===== config.mk =====
export PLATFORM = sky130hd
export DESIGN_NAME = prog_loader
export DESIGN_NICKNAME = d
export VERILOG_FILES = /design/src/rtl/prog_loader_pkg.sv /design/src/rtl/pl_log_fifo.sv /design/src/rtl/prog_loader.sv
export SDC_FILE = /design/constraint.sdc
export NUM_CORES = 1
export LEC_CHECK = 0
export ABC_AREA = 1
export CORE_UTILIZATION = 50
export DETAILED_ROUTE_END_ITERATION = 8
export PLACE_DENSITY = 0.84
export SYNTH_ARGS = -nofsm -noshare
export SYNTH_HDL_FRONTEND = slang
export SYNTH_HIERARCHICAL = 1
export SYNTH_SLANG_ARGS = --single-unit

===== constraint.sdc =====
create_clock -name CLK -period 4.3 [get_ports CLK]
set_input_delay 0.43 -clock CLK [delete_from_list [all_inputs] [get_ports CLK]]
set_output_delay 0.43 -clock CLK [all_outputs]
set_load 0.05 [all_outputs]

===== src/rtl/prog_loader_pkg.sv =====
// Shared state encoding and default sizing for the program loader.
package prog_loader_pkg;

    localparam int unsigned PL_ADDR_W    = 16;
    localparam int unsigned PL_DATA_W    = 16;
    localparam int unsigned PL_CNT_W     = 16;
    localparam int unsigned PL_TO_W      = 24;
    localparam int unsigned PL_LOG_DEPTH = 8;

    typedef enum logic [2:0] {
        ST_IDLE  = 3'd0,
        ST_WRITE = 3'd1,
        ST_RUN   = 3'd2,
        ST_FIN   = 3'd3,
        ST_TOUT  = 3'd4
    } pl_state_e;

endpackage


===== src/rtl/pl_log_fifo.sv =====
// Shift-register FIFO: slot 0 is always the head, so the head output is a flop.
module pl_log_fifo
    import prog_loader_pkg::*;
#(
    parameter int unsigned DATA_W = PL_DATA_W,
    parameter int unsigned DEPTH  = PL_LOG_DEPTH
) (
    input  logic              CLK,
    input  logic              rst_n,
    input  logic              push,
    input  logic              pop,
    input  logic [DATA_W-1:0] din,
    output logic              full,
    output logic              empty,
    output logic [DATA_W-1:0] head
);

    localparam int unsigned AW = (DEPTH > 1) ? $clog2(DEPTH) : 1;
    localparam int unsigned CW = AW + 1;

    logic [DATA_W-1:0] mem [DEPTH];
    logic [CW-1:0]     count_q;
    logic              pop_en;
    logic              push_en;
    logic [AW-1:0]     wr_idx;

    assign full    = (count_q == CW'(DEPTH));
    assign empty   = (count_q == '0);
    assign pop_en  = pop && !empty;
    assign push_en = push && (!full || pop_en);
    // A simultaneous pop shifts everything down, so the write lands one slot lower.
    assign wr_idx  = pop_en ? AW'(count_q - CW'(1)) : AW'(count_q);
    assign head    = mem[0];

    for (genvar g = 0; g < DEPTH; g++) begin : g_slot
        logic [DATA_W-1:0] slot_q;
        logic [DATA_W-1:0] shift_in;

        if (g < DEPTH - 1) begin : g_mid
            assign shift_in = mem[g+1];
        end else begin : g_end
            assign shift_in = slot_q;
        end

        always_ff @(posedge CLK or negedge rst_n) begin
            if (!rst_n) begin
                slot_q <= '0;
            end else if (push_en && (wr_idx == AW'(g))) begin
                slot_q <= din;
            end else if (pop_en) begin
                slot_q <= shift_in;
            end
        end

        assign mem[g] = slot_q;
    end

    always_ff @(posedge CLK or negedge rst_n) begin
        if (!rst_n) begin
            count_q <= '0;
        end else begin
            count_q <= count_q + CW'(push_en) - CW'(pop_en);
        end
    end

endmodule


===== src/rtl/prog_loader.sv =====
// Loads a program into core RAM, runs it under a timeout and logs out_data changes.
module prog_loader
    import prog_loader_pkg::*;
#(
    parameter int unsigned ADDR_W    = PL_ADDR_W,
    parameter int unsigned DATA_W    = PL_DATA_W,
    parameter int unsigned CNT_W     = PL_CNT_W,
    parameter int unsigned TO_W      = PL_TO_W,
    parameter int unsigned LOG_DEPTH = PL_LOG_DEPTH
) (
    input  logic              CLK,
    input  logic              rst_n,
    input  logic              ld_valid,
    output logic              ld_ready,
    input  logic [ADDR_W-1:0] ld_addr,
    input  logic [DATA_W-1:0] ld_data,
    input  logic              ld_last,
    input  logic              abort,
    input  logic              clear,
    input  logic [TO_W-1:0]   timeout_cycles,
    output logic [ADDR_W-1:0] Ram_addr,
    output logic [DATA_W-1:0] Ram_data,
    output logic              WR_RAM_E,
    output logic              E,
    input  logic              done,
    input  logic [DATA_W-1:0] out_data,
    output logic              log_valid,
    input  logic              log_ready,
    output logic [DATA_W-1:0] log_data,
    output logic              log_overflow,
    output logic [CNT_W-1:0]  word_count,
    output logic              busy,
    output logic              finished,
    output logic              timed_out
);

    pl_state_e         state_q;
    pl_state_e         state_d;
    logic              last_q;
    logic              fresh_q;
    logic [TO_W-1:0]   run_cnt_q;
    logic [DATA_W-1:0] last_out_q;
    logic              ovf_q;
    logic              accept_c;
    logic              write_c;
    logic              to_hit_c;
    logic              log_push_c;
    logic              log_drop_c;
    logic              fifo_full;
    logic              fifo_empty;

    assign ld_ready     = (state_q == ST_IDLE);
    assign WR_RAM_E     = (state_q == ST_WRITE);
    assign E            = (state_q == ST_RUN);
    assign busy         = (state_q == ST_WRITE) || (state_q == ST_RUN);
    assign finished     = (state_q == ST_FIN);
    assign timed_out    = (state_q == ST_TOUT);
    assign log_valid    = !fifo_empty;
    assign log_overflow = ovf_q;

    assign to_hit_c   = (timeout_cycles != '0) && (run_cnt_q == timeout_cycles - TO_W'(1));
    assign log_push_c = (state_q == ST_RUN) && (out_data != last_out_q);
    assign log_drop_c = log_push_c && fifo_full && !log_ready;

    always_ff @(posedge CLK or negedge rst_n) begin
        if (!rst_n) begin
            state_q <= ST_IDLE;
        end else begin
            state_q <= state_d;
        end
    end

    // Next state; abort overrides every transition.
    always_comb begin
        state_d  = state_q;
        accept_c = 1'b0;
        write_c  = 1'b0;
        if (abort) begin
            state_d = ST_IDLE;
        end else begin
            case (state_q)
                ST_IDLE: begin
                    if (ld_valid) begin
                        accept_c = 1'b1;
                        state_d  = ST_WRITE;
                    end
                end
                ST_WRITE: begin
                    write_c = 1'b1;
                    state_d = last_q ? ST_RUN : ST_IDLE;
                end
                ST_RUN: begin
                    if (done) begin
                        state_d = ST_FIN;
                    end else if (to_hit_c) begin
                        state_d = ST_TOUT;
                    end
                end
                ST_FIN, ST_TOUT: begin
                    if (clear) begin
                        state_d = ST_IDLE;
                    end
                end
                default: state_d = ST_IDLE;
            endcase
        end
    end

    // Load datapath, word counter and run counter.
    always_ff @(posedge CLK or negedge rst_n) begin
        if (!rst_n) begin
            Ram_addr   <= '0;
            Ram_data   <= '0;
            last_q     <= 1'b0;
            fresh_q    <= 1'b1;
            word_count <= '0;
            run_cnt_q  <= '0;
        end else begin
            if (accept_c) begin
                Ram_addr <= ld_addr;
                Ram_data <= ld_data;
                last_q   <= ld_last;
            end
            if (abort) begin
                fresh_q <= 1'b1;
            end else if (accept_c) begin
                fresh_q <= 1'b0;
            end else if ((state_q == ST_FIN || state_q == ST_TOUT) && clear) begin
                fresh_q <= 1'b1;
            end
            if (accept_c && fresh_q) begin
                word_count <= '0;
            end else if (write_c && (word_count != {CNT_W{1'b1}})) begin
                word_count <= word_count + CNT_W'(1);
            end
            if (write_c && last_q) begin
                run_cnt_q <= '0;
            end else if (state_q == ST_RUN) begin
                run_cnt_q <= run_cnt_q + TO_W'(1);
            end
        end
    end

    // Change detector; last_out tracks even values the full FIFO drops.
    always_ff @(posedge CLK or negedge rst_n) begin
        if (!rst_n) begin
            last_out_q <= '0;
            ovf_q      <= 1'b0;
        end else begin
            if (log_push_c) begin
                last_out_q <= out_data;
            end
            if (log_drop_c) begin
                ovf_q <= 1'b1;
            end
        end
    end

    pl_log_fifo #(
        .DATA_W (DATA_W),
        .DEPTH  (LOG_DEPTH)
    ) u_log_fifo (
        .CLK   (CLK),
        .rst_n (rst_n),
        .push  (log_push_c),
        .pop   (log_ready),
        .din   (out_data),
        .full  (fifo_full),
        .empty (fifo_empty),
        .head  (log_data)
    );

endmodule


==> results.py, run 1 <==
metrics = {
    "run_status": {
        "status": "finished clean",
    },
    "synth": {
        "syn_area_um2": 12950,
        "synth_area_per_cell_um2": 7.102,
        "synth_top_family_by_area": "simple AND/OR/NAND/NOR gates",
        "synth-xor-area-share_pct": 1.825,
        "synthTopCellsByArea": "dfrtp_1 43%, nand2_1 19%, nand3_1 11%, inv_1 4.7%, nor2_1 3.8%",
        "syn_nets": 1915,
        "synth_compound_area_share_pct": 6.790,
        "ys_top_cells_by_count": "670 x nand2_1, 272 x nand3_1, 225 x dfrtp_1",
        "ys.flop_type": "dfrtp_1",
        "synth-adder-area-share_pct": 1.120,
        "synthCells": 1824,
        "ys_ff_latch": 226,
        "synthSimpleGateAreaFrac_pct": 38.40,
        "synthDistinctLibCells": 48,
        "seq_area_frac_synth_pct": 43.66,
        "synth_edf_count": 0,
        "synth_top_area_share_pct": 43.46,
        "synth_mux_area_share_pct": 0,
        "ys.warnings.count": 6,
        "synth.most_common_cell": "nand2_1",
        "ys_async_sr_fraction_pct": 100.0,
        "synth_top_cell_by_area": "dfrtp_1",
    },
    "power_and_ir_drop": {
        "clockPowerShare_pct": 21.8,
        "power.internal_mw": 5.439,
        "power.leakage_nw": 7.806,
        "ir_drop_uv": 460.6,
        "p_sw_share_pct": 42.28,
        "p_switching_mw": 3.985,
        "p_per_area_nw_per_um2": 608.8,
        "seqPwrFrac_pct": 36.7,
        "p_comb_share_pct": 41.5,
    },
    "global_routing": {
        "grt-ovfl-total": 0,
        "grt_pass1_vias": 11680,
        "grt_pass1_wl_um": 55590,
        "gr-usage-all-layers_pct": 25.44,
        "grt_antenna_before_repair": 0,
        "grt_max_degree": 124,
    },
    "sta": {
        "min_period_ps": 3304,
        "slew_headroom_pct": 31.84,
        "final.setup.tns_ps": 0,
        "worstMarginPinSlew_ps": 1022,
        "finalSetupViolCount": 0,
        "finalMaxSlewViolations": 0,
        "fin_crit_sh_pct": 76.84,
        "rsz0062_at_grt": "false",
        "skew_ps": 9.904,
        "max_freq_mhz": 302.6,
        "hold_violations": 0,
    },
    "layout": {
        "n_antenna_cell": 0,
        "utilization_pct": 61.12,
        "fin_nets": 2031,
        "areaGrowthSynthToFinish_pct": 19.48,
        "fill_cells": 2158,
        "drive_above_1_share_pct": 6.237,
    },
    "floorplan": {
        "dieArea_um2": 26560,
        "die_w_um": 163.0,
        "num_rows": 58,
        "die_y_um": 163.0,
        "io_pins": 152,
        "initial_core_util_pct": 51.15,
        "core_area_um2": 25330,
    },
    "min_path": {
        "holdCritPathClass": "in -> async",
    },
    "detailed_routing": {
        "ant_nets": 0,
        "viasPerCell": 5.382,
        "first_iter_violations": 1202,
        "dr.pass1.iters": 6,
        "vias": 12300,
        "drc": 0,
        "wl_um": 33520,
        "wire_per_inst_um": 14.66,
    },
    "clock_network": {
        "insertion_delay_ps": 520,
        "cts_tree": "built",
        "clk_pin_slew_ps": 60,
        "cts_root_buf": "clkbuf_16",
        "clock_sinks": 226,
        "cts_resized": 0,
        "cts_made_buffers": 25,
        "cts_setup_buffers": 0,
        "clk_path_buf_depth": 3,
        "htreeDepth": 1,
        "cts_hold_buf": 0,
    },
    "worst_setup_path": {
        "critPathArrivalTime_ps": 2870,
        "cp.required_ps": 3870,
        "worst-r2r-setup-slack_ps": 1140,
        "worstReg2RegStart": "u_log_fifo/count_q[1]$_DFF_PN0_",
        "endpoint_kind": "primary output",
        "cp-start-kind": "flop",
        "path_cells": "inv_2, nand2_2, nor2_4, clkinv_1, nand2_1, clkdlybuf4s50_1",
        "startpoint": "state_q[2]$_DFFE_PN0P_",
        "crit_end": "busy",
        "r2r_end": "u_log_fifo/count_q[1]$_DFF_PN0_",
        "slowest_delay_ps": 810,
        "cp_slowest_cell": "clkdlybuf4s50_1",
        "path_max_fanout": 10,
        "reg2regPathDepth": 12,
        "path_class": "reg -> out",
    },
    "flow_run": {
        "maxCapViolations": 0,
    },
    "placed_design": {
        "io_buffers": 151,
        "place_hpwl_um": 23230,
        "finalWeightedCongestion": 0.9240,
    },
}
==> layer usage <==
metal | up-vias | GRT usage (%) | share of wire, %
met1 | 5751 | 32.99 | 43
met2 | 445 | 43.44 | 47
met5 | - | 0 | 0
li1 | 6030 | - | -
met3 | 78 | 3.845 | 7.4
met4 | 0 | 8.284 | 2.7
==> flip-flops by register name, summed over array words and instances (netlist names) <==
| name | count |
|---|---|
| u_log_fifo/g_slot.shift_in | 112 |
| run_cnt_q | 24 |
| Ram_addr | 16 |
| Ram_data | 16 |
| last_out_q | 16 |
| u_log_fifo/head | 16 |
| word_count | 16 |
| u_log_fifo/count_q | 4 |
| state_q | 3 |
| fresh_q | 1 |
| last_q | 1 |
| log_overflow | 1 |
==> how the worst min path moves through the flow <==
stage	endpoint	slack (ps)	depth (start not counted)
after global placement	Ram_data[7]$_DFFE_PN0P_	450	2
after floorplan	Ram_addr[0]$_DFFE_PN0P_	130	0
after global routing	Ram_data[8]$_DFFE_PN0P_	120	1
final	Ram_data[8]$_DFFE_PN0P_	20	1
after detailed placement	Ram_addr[11]$_DFFE_PN0P_	460	2
after CTS	Ram_data[8]$_DFFE_PN0P_	70	1
==> worst max-delay path: cells and delay by family, from the launching register on <==
| kind | cells | cell delay, ps |
|---|---|---|
| AND/OR/NAND/NOR | 3 | 580 |
| buffers and inverters | 3 | 1320 |
| flip-flops | 1 | 460 |
==> power by group through the flow <==
stage	Combinational [mW]	Clock, mW	Sequential [mW]
final	3.91	2.05	3.46
after floorplan	2.11	0	4.07
after global placement	3.77	0	3.45
after detailed placement	3.89	0	3.49
after global routing	4.32	2.17	3.55
after CTS	3.91	2.09	3.46
==> cell families after synthesis <==
kind of cell    count (synthesis)
compound gates                140
buf+inv                       260
simple gates                 1160
flops                         226
xor+xnor                       27
fa+ha+maj                      11
==> metrics by stage <==
| step | worst slack [ps] | area, um2 | total power, mW | cells | hold WS (ps) |
|---|---|---|---|---|---|
| floorplan | 1669 | 12950 | 6.180 | 1824 | 134.4 |
| global placement | 851.1 | 14690 | 7.222 | 2243 | 452.6 |
| detailed placement | 724.2 | 14690 | 7.375 | 2243 | 457.2 |
| CTS | 1009 | 15480 | 9.453 | 2286 | 65.16 |
| global route | 825.4 | 15480 | 10.05 | 2286 | 115.9 |
| finish | 995.7 | 15480 | 9.424 | 2286 | 24.52 |
==> layout by cell type (no fill, tap or decap), types with 3 or more instances in the layout <==
| cell type | count |
|---|---|
| nand2_1 | 670 |
| nand3_1 | 272 |
| dfrtp_1 | 225 |
| inv_1 | 161 |
| clkdlybuf4s50_1 | 150 |
| nor2_1 | 129 |
| o21bai_1 | 51 |
| o21ai_0 | 43 |
| a21oi_1 | 28 |
| clkbuf_16 | 25 |
| buf_4 | 24 |
| nor3_1 | 19 |
| nand4_1 | 17 |
| xor2_1 | 14 |
| xnor2_1 | 13 |
| inv_2 | 10 |
| ha_1 | 10 |
| nand2_2 | 9 |
| clkinv_2 | 9 |
| or2_2 | 7 |
| nor2_2 | 7 |
| nor2_4 | 5 |
| nor4_1 | 5 |
| nand3b_1 | 5 |
| clkbuf_8 | 4 |
| nor3_2 | 3 |
| o2111ai_1 | 3 |
| o21a_1 | 3 |
| clkinvlp_4 | 3 |
==> cell type report <==
type	instances	area, um2	share of cell area [%]
well taps	330	412.9	2.668
multi-input cells	1338	6256	40.42
inverters	173	649.4	4.195
clock inverters	14	106.4	0.6871
repair buffers	176	1717	11.09
flip-flops and latches	226	5657	36.55
clock buffers	29	680.7	4.397
No activity file was read; power rests on OpenSTA's default activity.
==> inputs of run 2 (changes only) <==
--- a/config.mk
+++ b/config.mk
@@ -8,7 +8,7 @@
 export ABC_AREA = 1
 export CORE_UTILIZATION = 50
 export DETAILED_ROUTE_END_ITERATION = 8
-export PLACE_DENSITY = 0.84
+export PLACE_DENSITY = 0.86
 export SYNTH_ARGS = -nofsm -noshare
 export SYNTH_HDL_FRONTEND = slang
 export SYNTH_HIERARCHICAL = 1
==> constraint.sdc (replaced) <==
create_clock -name CLK -period 2.91 [get_ports CLK]
set_input_delay 0.291 -clock CLK [delete_from_list [all_inputs] [get_ports CLK]]
set_output_delay 0.291 -clock CLK [all_outputs]
set_load 0.05 [all_outputs]
==> run 2 against run 1 <==
Against the previous run: clock skew hardly changed; count of clock-buffer cells in the layout is 6 higher; die area is the same; critical endpoint unchanged; hold slack gained 290 ps; largest cell class unchanged; first-iteration DRC count up 2.4%.
==> results.py, run 2 (synthesized netlist as in run 1, its figures left out) <==
metrics = {
    "placed_design": {
        "finalWeightedCongestion": 0.8994,
        "post-place-ws_ps": 119.2,
        "io_buffers": 151,
        "place_hpwl_um": 24030,
    },
    "sta": {
        "fin_crit_sh_pct": 93.52,
        "finalMaxSlewViolations": 0,
        "setup_slack_ps": 188.4,
        "min_period_ps": 2722,
        "rsz0062_at_grt": "false",
        "hold_violations": 0,
        "slew_headroom_pct": 34.98,
        "worstMarginPinSlew_ps": 975.3,
        "skew_ps": 10.06,
        "final.setup.tns_ps": 0,
        "timing.hold.ws_ps": 314.0,
        "finalSetupViolCount": 0,
        "max_freq_mhz": 367.4,
    },
    "min_path": {
        "hold_depth": 3,
        "holdCritPathClass": "in -> reg",
        "min_from": "ld_data[12]",
    },
    "floorplan": {
        "dieArea_um2": 26560,
        "io_pins": 152,
        "num_rows": 58,
        "die_y_um": 163.0,
        "core_area_um2": 25330,
        "die_w_um": 163.0,
        "initial_core_util_pct": 51.15,
    },
    "layout": {
        "areaGrowthSynthToFinish_pct": 21.54,
        "fill_cells": 2175,
        "fin_nets": 2045,
        "drive_above_1_share_pct": 6.795,
        "utilization_pct": 62.17,
        "final_common_cell": "nand2_1",
        "multi_input_area_um2": 6256,
        "largest_reg_flops": 112,
        "n_antenna_cell": 0,
        "layout_common_cells": "670 x nand2_1, 272 x nand3_1, 225 x dfrtp_1, 161 x inv_1, 150 x clkdlybuf4s50_1",
        "seqCellArea_um2": 5657,
    },
    "clock_network": {
        "clk_pin_slew_ps": 60,
        "clock_sinks": 226,
        "cts_setup_buffers": 0,
        "clk_path_buf_depth": 3,
        "cts_made_buffers": 25,
        "cts_root_buf": "clkbuf_16",
        "htreeDepth": 1,
        "cts_tree": "built",
        "insertion_delay_ps": 520,
    },
    "detailed_routing": {
        "vias": 12420,
        "viasPerCell": 5.395,
        "drc": 0,
        "first_iter_violations": 1231,
        "wire_per_inst_um": 14.98,
        "dr.pass1.iters": 6,
        "wl_um": 34480,
        "ant_nets": 0,
    },
    "global_routing": {
        "gr-usage-all-layers_pct": 26.15,
        "grt_pass1_vias": 11580,
        "grt_pass1_wl_um": 56210,
        "grt_antenna_before_repair": 0,
        "grt_max_degree": 102,
        "grt-ovfl-total": 0,
    },
    "worst_setup_path": {
        "path_max_fanout": 5,
        "reg2regPathDepth": 12,
        "cp.required_ps": 2620,
        "startpoint": "state_q[2]$_DFFE_PN0P_",
        "cp-start-kind": "flop",
        "path_class": "reg -> out",
        "worstReg2RegStart": "u_log_fifo/count_q[1]$_DFF_PN0_",
        "endpoint_kind": "primary output",
        "critPathArrivalTime_ps": 2430,
    },
    "power_and_ir_drop": {
        "ir_drop_uv": 862.0,
        "p_per_area_nw_per_um2": 901.2,
        "power.total_mw": 14.19,
        "power.leakage_nw": 7.940,
    },
    "flow_run": {
        "maxCapViolations": 0,
    },
    "run_status": {
        "status": "finished clean",
    },
}
==> run 2: cell count changes in the layout (fill, tap and decap cells not counted), sizes merged <==
cell,before,now
clkbuf,29,35
dlygate4sd3,0,1
clkinv,12,7
inv,171,172
bufinv,1,2
buf,26,39
clkinvlp,3,2
==> run 2: power by group <==
group / internal [mW] / switching (mW)
logic: 1.99 / 3.87
clock network: 1.93 / 1.26
registers: 4.35 / 0.775
==> run 2: worst paths after layout <==
kind / endpoint / slack [ps]
max: busy / 190
min: Ram_data[12]$_DFFE_PN0P_ / 310
max reg2reg: u_log_fifo/g_slot[4].shift_in[4]$_DFFE_PN0P_ / 320
min reg2reg: Ram_addr[3]$_DFFE_PN0P_ / 470
max in group asynchronous: run_cnt_q[4]$_DFFE_PN0P_ / 1610
min in group asynchronous: run_cnt_q[20]$_DFFE_PN0P_ / 380
==> run 2: cell type report <==
type	count	share of cell area (%)
Multi-Input combinational cell	1338	39.73
Sequential cell	226	35.93
Timing Repair Buffer	190	12.22
Clock buffer	35	4.657
Inverter	173	4.124
Tap cell	330	2.622
Clock inverter	10	0.7152
==> run 2: repair_timing <==
| action | in CTS | in global routing |
|---|---|---|
| hold endpoints to repair | 81 | 0 |
| setup endpoints to repair | 0 | 0 |
| resized for setup | 0 | 0 |
| hold buffers | 1 | 0 |
==> run 2: worst max-delay path: stages, from the launching register on <==
cell and delay, ps:
dfrtp_1 460, inv_2 120, nand2_2 70, nor2_4 230
clkinv_1 140, nand2_1 80, clkdlybuf4s50_1 800
==> run 2: metal layers <==
layer / vias up / routed length [um] / share of wire (%) / global-route usage, %
li1: 6060 / - / - / -
met1: 5802 / 14460 / 42 / 33.33
met3: 75 / 2562 / 7.4 / 3.718
met2: 483 / 16430 / 48 / 45.13
met5: - / 0 / 0 / 0
met4: 0 / 1029 / 3.0 / 9.346
==> run 2: stage by stage <==
stage,instance area [um2],std cells
floorplan,12950,1824
global placement,14890,2256
detailed placement,14890,2256
CTS,15750,2302
global route,15750,2302
finish,15750,2302
